===== config.mk =====
export PLATFORM = sky130hd
export DESIGN_NAME = fetch_hazard_ctrl
export DESIGN_NICKNAME = d
export VERILOG_FILES = /design/src/rtl/fhc_pkg.sv /design/src/rtl/fhc_ex_shadow.sv /design/src/rtl/fetch_hazard_ctrl.sv
export SDC_FILE = /design/constraint.sdc
export NUM_CORES = 1
export LEC_CHECK = 0
export BUFFER_PORTS_ARGS = -buffer_cell sky130_fd_sc_hd__clkbuf_2
export CAP_MARGIN = 30
export CORE_UTILIZATION = 45
export CTS_CLUSTER_SIZE = 8
export DETAILED_ROUTE_END_ITERATION = 8
export GPL_TIMING_DRIVEN = 0
export PLACE_DENSITY = 0.72
export SLEW_MARGIN = 20
export SYNTH_ARGS = -nofsm -noshare
export SYNTH_HDL_FRONTEND = slang
export SYNTH_SLANG_ARGS = --single-unit

===== constraint.sdc =====
create_clock -name clk -period 2.8 [get_ports clk]
set_input_delay 0.42 -clock clk [delete_from_list [all_inputs] [get_ports clk]]
set_output_delay 0.42 -clock clk [all_outputs]
set_load 0.005 [all_outputs]

===== src/rtl/fhc_pkg.sv =====
// Opcode map, instruction field positions and register-usage decode shared by
// the fetch hazard controller and its EX shadow register.
package fhc_pkg;

  localparam logic [4:0] OP_NOP = 5'h00;
  localparam logic [4:0] OP_ADD = 5'h01;
  localparam logic [4:0] OP_SUB = 5'h02;
  localparam logic [4:0] OP_AND = 5'h03;
  localparam logic [4:0] OP_OR  = 5'h04;
  localparam logic [4:0] OP_XOR = 5'h05;
  localparam logic [4:0] OP_SLT = 5'h06;
  localparam logic [4:0] OP_LDI = 5'h08;
  localparam logic [4:0] OP_LD  = 5'h10;
  localparam logic [4:0] OP_ST  = 5'h11;
  localparam logic [4:0] OP_JMP = 5'h18;
  localparam logic [4:0] OP_BEQ = 5'h19;
  localparam logic [4:0] OP_BNE = 5'h1A;
  localparam logic [4:0] OP_HLT = 5'h1F;

  localparam int OP_HI  = 23;
  localparam int OP_LO  = 19;
  localparam int RD_HI  = 18;
  localparam int RD_LO  = 16;
  localparam int RS_HI  = 15;
  localparam int RS_LO  = 13;
  localparam int RT_HI  = 12;
  localparam int RT_LO  = 10;
  localparam int IMM_HI = 7;
  localparam int IMM_LO = 0;

  typedef enum logic [0:0] {
    ST_RUN  = 1'b0,
    ST_HALT = 1'b1
  } fhc_state_e;

  function automatic logic is_alu(input logic [4:0] op);
    case (op)
      OP_ADD, OP_SUB, OP_AND, OP_OR, OP_XOR, OP_SLT: is_alu = 1'b1;
      default:                                       is_alu = 1'b0;
    endcase
  endfunction

  function automatic logic reads_rs(input logic [4:0] op);
    reads_rs = is_alu(op) || (op == OP_ST) || (op == OP_BEQ) ||
               (op == OP_BNE) || (op == OP_LD);
  endfunction

  function automatic logic reads_rt(input logic [4:0] op);
    reads_rt = is_alu(op) || (op == OP_ST) || (op == OP_BEQ) || (op == OP_BNE);
  endfunction

  function automatic logic writes_rd(input logic [4:0] op);
    writes_rd = is_alu(op) || (op == OP_LDI) || (op == OP_LD);
  endfunction

endpackage


===== src/rtl/fhc_ex_shadow.sv =====
// One-entry shadow of the instruction in EX: class, destination and branch
// target, with bubble insertion on flush or load-use stall.
module fhc_ex_shadow
  import fhc_pkg::*;
(
  input  logic       clk,
  input  logic       reset,
  input  logic       load_bubble,
  input  logic [4:0] id_op,
  input  logic [2:0] id_rd,
  input  logic [7:0] id_tgt,
  output logic       ex_valid,
  output logic [4:0] ex_op,
  output logic [2:0] ex_rd,
  output logic [7:0] ex_tgt
);

  logic       ex_valid_r;
  logic [4:0] ex_op_r;
  logic [2:0] ex_rd_r;
  logic [7:0] ex_tgt_r;

  // Advance ID into EX every clock; non-writers carry rd=0 so they never match
  always_ff @(posedge clk or negedge reset) begin
    if (!reset) begin
      ex_valid_r <= 1'b0;
      ex_op_r    <= OP_NOP;
      ex_rd_r    <= 3'd0;
      ex_tgt_r   <= 8'h00;
    end else if (load_bubble) begin
      ex_valid_r <= 1'b0;
      ex_op_r    <= OP_NOP;
      ex_rd_r    <= 3'd0;
      ex_tgt_r   <= 8'h00;
    end else begin
      ex_valid_r <= 1'b1;
      ex_op_r    <= id_op;
      ex_rd_r    <= writes_rd(id_op) ? id_rd : 3'd0;
      ex_tgt_r   <= id_tgt;
    end
  end

  assign ex_valid = ex_valid_r;
  assign ex_op    = ex_op_r;
  assign ex_rd    = ex_rd_r;
  assign ex_tgt   = ex_tgt_r;

endmodule


===== src/rtl/fetch_hazard_ctrl.sv =====
// Fetch-steering control: branch resolution in EX, load-use stall, JMP
// redirect, halt state and a saturating stall-cycle counter.
module fetch_hazard_ctrl
  import fhc_pkg::*;
#(
  parameter int STALL_CNT_W = 16
) (
  input  logic                   clk,
  input  logic                   reset,
  input  logic [23:0]            ins,
  input  logic                   ex_zero,
  output logic [7:0]             jmp_loc,
  output logic                   pc_mux_sel,
  output logic                   Stall,
  output logic                   Stall_pm,
  output logic                   flush_id,
  output logic                   halted,
  output logic [STALL_CNT_W-1:0] stall_cnt
);

  localparam logic [STALL_CNT_W-1:0] CNT_MAX = {STALL_CNT_W{1'b1}};
  localparam logic [STALL_CNT_W-1:0] CNT_ONE = {{(STALL_CNT_W-1){1'b0}}, 1'b1};

  logic [4:0]             id_op_s;
  logic [2:0]             id_rd_s;
  logic [2:0]             id_rs_s;
  logic [2:0]             id_rt_s;
  logic [7:0]             id_imm_s;
  logic                   ex_valid_s;
  logic [4:0]             ex_op_s;
  logic [2:0]             ex_rd_s;
  logic [7:0]             ex_tgt_s;
  logic                   branch_taken_s;
  logic                   load_use_s;
  fhc_state_e             state_r;
  fhc_state_e             state_next_s;
  logic [STALL_CNT_W-1:0] stall_cnt_r;

  assign id_op_s  = ins[OP_HI:OP_LO];
  assign id_rd_s  = ins[RD_HI:RD_LO];
  assign id_rs_s  = ins[RS_HI:RS_LO];
  assign id_rt_s  = ins[RT_HI:RT_LO];
  assign id_imm_s = ins[IMM_HI:IMM_LO];

  fhc_ex_shadow u_ex_shadow (
    .clk         (clk),
    .reset       (reset),
    .load_bubble (flush_id | Stall),
    .id_op       (id_op_s),
    .id_rd       (id_rd_s),
    .id_tgt      (id_imm_s),
    .ex_valid    (ex_valid_s),
    .ex_op       (ex_op_s),
    .ex_rd       (ex_rd_s),
    .ex_tgt      (ex_tgt_s)
  );

  // Hazard detection against the EX shadow
  always_comb begin
    branch_taken_s = ex_valid_s &&
                     (((ex_op_s == OP_BEQ) && ex_zero) || ((ex_op_s == OP_BNE) && !ex_zero));
    load_use_s     = ex_valid_s && (ex_op_s == OP_LD) && (ex_rd_s != 3'd0) &&
                     ((reads_rs(id_op_s) && (id_rs_s == ex_rd_s)) ||
                      (reads_rt(id_op_s) && (id_rt_s == ex_rd_s)));
  end

  // State register
  always_ff @(posedge clk or negedge reset) begin
    if (!reset) begin
      state_r <= ST_RUN;
    end else begin
      state_r <= state_next_s;
    end
  end

  // Next state: HALT is left only through reset
  always_comb begin
    state_next_s = state_r;
    case (state_r)
      ST_RUN: begin
        if ((id_op_s == OP_HLT) && !flush_id) begin
          state_next_s = ST_HALT;
        end else begin
          state_next_s = ST_RUN;
        end
      end
      ST_HALT: state_next_s = ST_HALT;
      default: state_next_s = ST_RUN;
    endcase
  end

  // Priority output decode; forced quiet while reset is held
  always_comb begin
    jmp_loc    = 8'h00;
    pc_mux_sel = 1'b0;
    Stall      = 1'b0;
    Stall_pm   = 1'b0;
    flush_id   = 1'b0;
    if (reset) begin
      case (state_r)
        ST_HALT: begin
          Stall    = 1'b1;
          Stall_pm = 1'b1;
          flush_id = 1'b1;
        end
        ST_RUN: begin
          if (branch_taken_s) begin
            pc_mux_sel = 1'b1;
            jmp_loc    = ex_tgt_s;
            flush_id   = 1'b1;
          end else if (load_use_s) begin
            Stall    = 1'b1;
            Stall_pm = 1'b1;
          end else if (id_op_s == OP_JMP) begin
            pc_mux_sel = 1'b1;
            jmp_loc    = id_imm_s;
          end else begin
            jmp_loc = 8'h00;
          end
        end
        default: begin
          jmp_loc = 8'h00;
        end
      endcase
    end else begin
      jmp_loc = 8'h00;
    end
  end

  // Saturating count of stalled cycles
  always_ff @(posedge clk or negedge reset) begin
    if (!reset) begin
      stall_cnt_r <= {STALL_CNT_W{1'b0}};
    end else if (Stall && (stall_cnt_r != CNT_MAX)) begin
      stall_cnt_r <= stall_cnt_r + CNT_ONE;
    end else begin
      stall_cnt_r <= stall_cnt_r;
    end
  end

  assign halted    = (state_r == ST_HALT);
  assign stall_cnt = stall_cnt_r;

endmodule


### Word-level counts from Yosys, hierarchy flattened

Cells that the tools add are included.

* flip-flop bits (word level): 34
* input bits: 27
* word-level logic and storage cells: 76

* add/sub/neg operators: 1
* equal/unequal tests: 19
* multiplexer cells: 26
* bitwise gates (word level): 2
* reductions and logical operators: 22

Operators by type and width (count)
* two-way mux 8 bit: 6
* equality test 5 bit, second input constant: 9
* adder 16 x 1 -> 16 bit, second input constant: 1
* inequality test 16 bit, second input constant: 1
* equality test 5 x 3 -> 1 bit, second input constant: 3
* two-way mux 1 bit: 14
* equality test 5 x 2 -> 1 bit, second input constant: 2
* logical AND 1 bit: 10
* logical OR 1 bit: 8
* equality test 3 bit: 2
* two-way mux 3 bit: 2
* one-hot mux 1 bit (2 select lines): 3
* OR reduction 6 bit: 1
* equality test 5 x 1 -> 1 bit, second input constant: 1
* equality test 5 x 4 -> 1 bit, second input constant: 1
* two-way mux 5 bit: 1
* nonzero test 3 bit: 1
* logical NOT 1 bit: 2
* inverter 1 bit: 1
* OR 1 bit: 1

### Logic depth before layout (Yosys ltp)

* depth after elaboration: 20
* mapped depth: 8
* depth with buffers taken out: 7

### Hierarchy

A second synthesis with hierarchy kept.

* cells, all modules: 167
* area, all modules: 1764.2 um^2

By module, submodules not included
* fetch_hazard_ctrl: times used 1, cells each 126, area an instance 1183.6 um^2, seq. area each 425.4 um^2
* fhc_ex_shadow: times used 1, cells each 41, area an instance 580.6 um^2, seq. area each 425.4 um^2

### Worst setup path after synthesis

Ideal clock, no wire load.

* path type: input -> output
* start: input port ex_zero
* end: output port jmp_loc[0]
* arrival: 1742 ps
* path slack: 638 ps
* stages: 7
* path buffers: 2
* cell sequence: nor3b_1 -> o21ai_0 -> or2_2 -> clkbuf_1 -> a211o_1 -> clkbuf_1 -> a21oi_1

* word-level cells in the longest chain between the ends: 7

RTL lines
* start: declaration: line fetch_hazard_ctrl.sv:11 `input logic ex_zero,`
* logical NOT 1 bit: line fetch_hazard_ctrl.sv:61 `(((ex_op_s == OP_BEQ) && ex_zero) || ((ex_op_s == OP_BNE) && !ex_zero));`
* logical AND 1 bit: line fetch_hazard_ctrl.sv:61
* logical OR 1 bit (*): line fetch_hazard_ctrl.sv:61
* logical AND 1 bit (*): line fetch_hazard_ctrl.sv:60 `branch_taken_s = ex_valid_s &&`
* two-way mux 8 bit (*): line fetch_hazard_ctrl.sv:107 `if (branch_taken_s) begin`
* two-way mux 8 bit (*): line fetch_hazard_ctrl.sv:100 `case (state_r)`
* two-way mux 8 bit (*): line fetch_hazard_ctrl.sv:99 `if (reset) begin`
* end: declaration: line fetch_hazard_ctrl.sv:12 `output logic [7:0] jmp_loc,`

Mark *: on every way between the ends. The rest lies on a longest branch, timed or not.

### Final worst setup path

* start: register u_ex_shadow.ex_op_r[1] (netlist: u_ex_shadow.ex_op[1])
* end: output port jmp_loc[1]

* word-level cells in the longest chain between the ends: 8

RTL lines
* start: declaration: line fhc_ex_shadow.sv:19 `logic [4:0] ex_op_r;`
* start signal: assignment: line fhc_ex_shadow.sv:37 `ex_op_r <= id_op;`
* equality test 5 bit: line fetch_hazard_ctrl.sv:62 `load_use_s = ex_valid_s && (ex_op_s == OP_LD) && (ex_rd_s != 3'd0) &&`
* logical AND 1 bit (3 in series): line fetch_hazard_ctrl.sv:62
* two-way mux 8 bit: line fetch_hazard_ctrl.sv:111 `end else if (load_use_s) begin`
* two-way mux 8 bit (*): line fetch_hazard_ctrl.sv:107
* two-way mux 8 bit (*): line fetch_hazard_ctrl.sv:100
* two-way mux 8 bit (*): line fetch_hazard_ctrl.sv:99

Marked as above.

==> results.yml <==
clocking:
  clk-insertion-delay-late_ns: 0.28
  h-tree-depth: 2
  cts_root_buf: "clkbuf_8"
  cts.clk_slew.worst_paths_ns: 0.06
  cts_buffer_depth: 2
  cts_made_buffers: 5
  postCtsSetupBuffers: 0
  cts_sinks: 34
  cts_tree: "done"
logic_synthesis:
  synth.area.top_cells: "dfrtp_1 (47%), xnor2_1 (6.8%), nand2_1 (5.8%)"
  synthSimpleGateAreaFrac_pct: 27.8
  synth_fp_nets: 216
  ys_types: 44
  ys_top_cells_by_count: "dfrtp_1 (34), nand2_1 (28), xnor2_1 (14), nand3_1 (13), nor2_1 (12)"
  synth_top_area_share_pct: 47.2
  synth_top_family_by_area: "simple AND/OR/NAND/NOR gates"
  ys.flop_type: "dfrtp_1"
  synth_edf_count: 0
  synth_area_sq_um: 1800
  synth_seq_cells: 34
  yosys.area_share.xor_xnor_pct: 9.65
  synth_area_per_cell_sq_um: 9.59
  syn_inst: 188
  synth_top_cell_by_area: "dfrtp_1"
  synthAdderAreaFrac_pct: 0.694
  synth-compound-area-share_pct: 10.2
  yosysMostFrequentCell: "dfrtp_1"
  synth-seq-area-share_pct: 47.2
  yosysWarnings: 0
  synth_mux_area_share_pct: 1.25
  synthArstFlopShare_pct: 100
placed_design:
  place_congestion: 0.817
  post-dp-hpwl_mm: 2.88
  dpl.cell_count: 288
  postPlaceCellArea_sq_um: 2120
  io_buffers: 52
sta:
  tns_ns: 0
  hold_viol: 0
  min_period_ns: 2.58
  fmax_ghz: 0.387
  drv_slew: 0
  worst_pin_slew_ns: 0.610
  finalSetupViolCount: 0
  post-route-period-util_pct: 92.2
  fin_hold_ws_ns: 0.123
  relSlewSlack_pct: 59.2
  finalClockSkew_ns: 0.00270
power_and_ir_drop:
  p_comb_share_pct: 21.3
  p_leak_nw: 1.06
  ir_drop_mv: 0.255
  swShare_pct: 28.9
  p_seq_share_pct: 49.9
  pwr_density_cell_nw_per_um2: 548
  internal-power_mw: 0.862
  p_sw_mw: 0.351
  clkPwrFrac_pct: 28.8
route:
  vias: 1526
  drtAntennaViolNets: 0
  drc: 0
  routed_wl_mm: 3.90
  drt_iter0_drc: 72
  wire_per_inst_um: 13.3
  viasPerCell: 5.21
  dr.pass1.iters: 4
flow_run:
  cap_violations: 0
die:
  start_util_pct: 48.2
  core_sq_um: 3740
  pin_count: 56
  dieArea_sq_um: 4260
  die_w_um: 65.3
  die_y_um: 65.3
  placementRows: 22
cells_and_area:
  nNetsFinal: 274
  fill_cells: 347
  antennaDiodeCount: 0
  fin_util_pct: 59.1
  stdcell_area_sq_um: 2210
  syn2layout_area_growth_pct: 22.7
  fin_cells: 293
  drive_above_1_share_pct: 31.0
setup_path:
  cp_slowest_cell: "dfrtp_1"
  crit_path_end_kind: "output pin"
  crit_buf_inv: 2
  critPathKind: "reg -> out"
  crit_required_ns: 2.38
  cp_cell_sequence: "and3b_1, o21ai_0, or2_4, a211o_1, clkbuf_1, a21oi_1, clkbuf_2"
  critical_path.top_delay_family: "compound AO/OA/AOI/OAI gates"
  r2r_setup_slack_ns: 0.47
  worst_ep_arrival_time_ns: 2.16
  critPathMaxStageDelay_ns: 0.38
  worst-path-max-fanout: 9
  crit_path_start_kind: "flip-flop"
global_routing:
  grt_first_pass_wirelength_mm: 6.36
  grt_usage_pct: 20.0
  grt_pass1_vias: 1380
  grt_max_degree: 39
  grt_overflow: 0
  antenna_found_initial: 0
min_path:
  hold_path_class: "in -> async"
run_status:
  status: "finished clean"
[cell families after synthesis]
group                    count (synthesis)
AO/OA/AOI/OAI                           27
XOR/XNOR                                19
adder cells (fa/ha/maj)                  1
buffers and inverters                   11
flip-flops                              34
multiplexers                             2
AND/OR/NAND/NOR                         94
[path summary, 6_finish.rpt]
check,from,end,depth (start not counted)
worst max-delay path,u_ex_shadow.ex_op[1],jmp_loc[1],7
worst min-delay path,reset,stall_cnt[10],1
worst max register to register,u_ex_shadow.ex_op[1],u_ex_shadow.ex_rd[0],7
worst min register to register,stall_cnt[6],stall_cnt[6],1
max in group asynchronous,reset,u_ex_shadow.ex_tgt[0],1
min in group clk,ins[18],u_ex_shadow.ex_rd[2],3
[flip-flops by register name, summed over array words and instances, names as in the netlist]
register,cells
u_ex_shadow.ex_valid,1
stall_cnt,16
u_ex_shadow.ex_tgt,8
u_ex_shadow.ex_op,5
halted,1
u_ex_shadow.ex_rd,3
[repair_timing]
item,CTS,global route
hold buffers,0,0
gates resized for setup,1,2
endpoints found under the hold margin,0,0
endpoints found under the setup margin,3,8
[per-layer routing]
layer  up-vias  part of all wire, %  routed length, um  global-route usage (%)
met5         -                    0                  0                       0
met2        54                   46               1780                    29.8
met4         0                  3.1                119                    9.24
met3        11                  5.7                221                    4.86
met1       699                   46               1780                    27.2
li1        762                    -                  -                       -
[power by group through the flow]
stage | Clock (mW) | Combinational [mW] | Sequential, mW
after floorplan | 0 | 0.159 | 0.605
after global placement | 0 | 0.254 | 0.610
after detailed placement | 0 | 0.260 | 0.614
after CTS | 0.360 | 0.261 | 0.605
after global routing | 0.385 | 0.295 | 0.614
final | 0.349 | 0.259 | 0.605
[cell type report]
cell class,count,area (sq um),share of cell area [%]
plain buffers,5,35.0,1.58
clock buffers,6,82.6,3.73
inverters,5,18.8,0.848
multi-input cells,143,902,40.8
flip-flops and latches,34,851,38.5
well taps,48,60.1,2.71
repair buffers,52,263,11.9
[worst register-to-register path, delay by kind of cell, from the launching register on]
family,cells,cell delay [ns]
flops,1,0.38
compound gates,2,0.65
simple gates,4,0.92
buf+inv,1,0.28
[stage by stage]
| stage | power [mW] | worst slack, ns |
|---|---|---|
| 2_1_floorplan | 0.763 | 0.638 |
| 3_3_place_gp | 0.864 | -0.151 |
| 3_5_place_dp | 0.874 | -0.163 |
| 4_1_cts | 1.23 | 0.143 |
| 5_1_grt | 1.29 | -0.00721 |
| 6_report | 1.21 | 0.219 |
[placed cells by master, fill, tap and decap left out, types with 2 or more instances in the layout]
cell,Yosys,layout
a21oi_1,11,11
inv_1,5,5
and2_1,2,2
nor3_1,4,3
mux2_2,2,2
nand2_1,28,28
clkbuf_2,0,51
nand3_1,13,13
nor3b_1,2,2
nor2b_1,10,10
xor2_1,4,4
o21ai_0,6,6
xnor2_1,14,14
clkbuf_8,0,6
and3_2,2,2
or3_1,3,3
nor2_1,12,12
buf_4,2,2
dfrtp_1,34,34
nand4_1,6,6
Note: power is estimated with default switching activity, not from simulation.
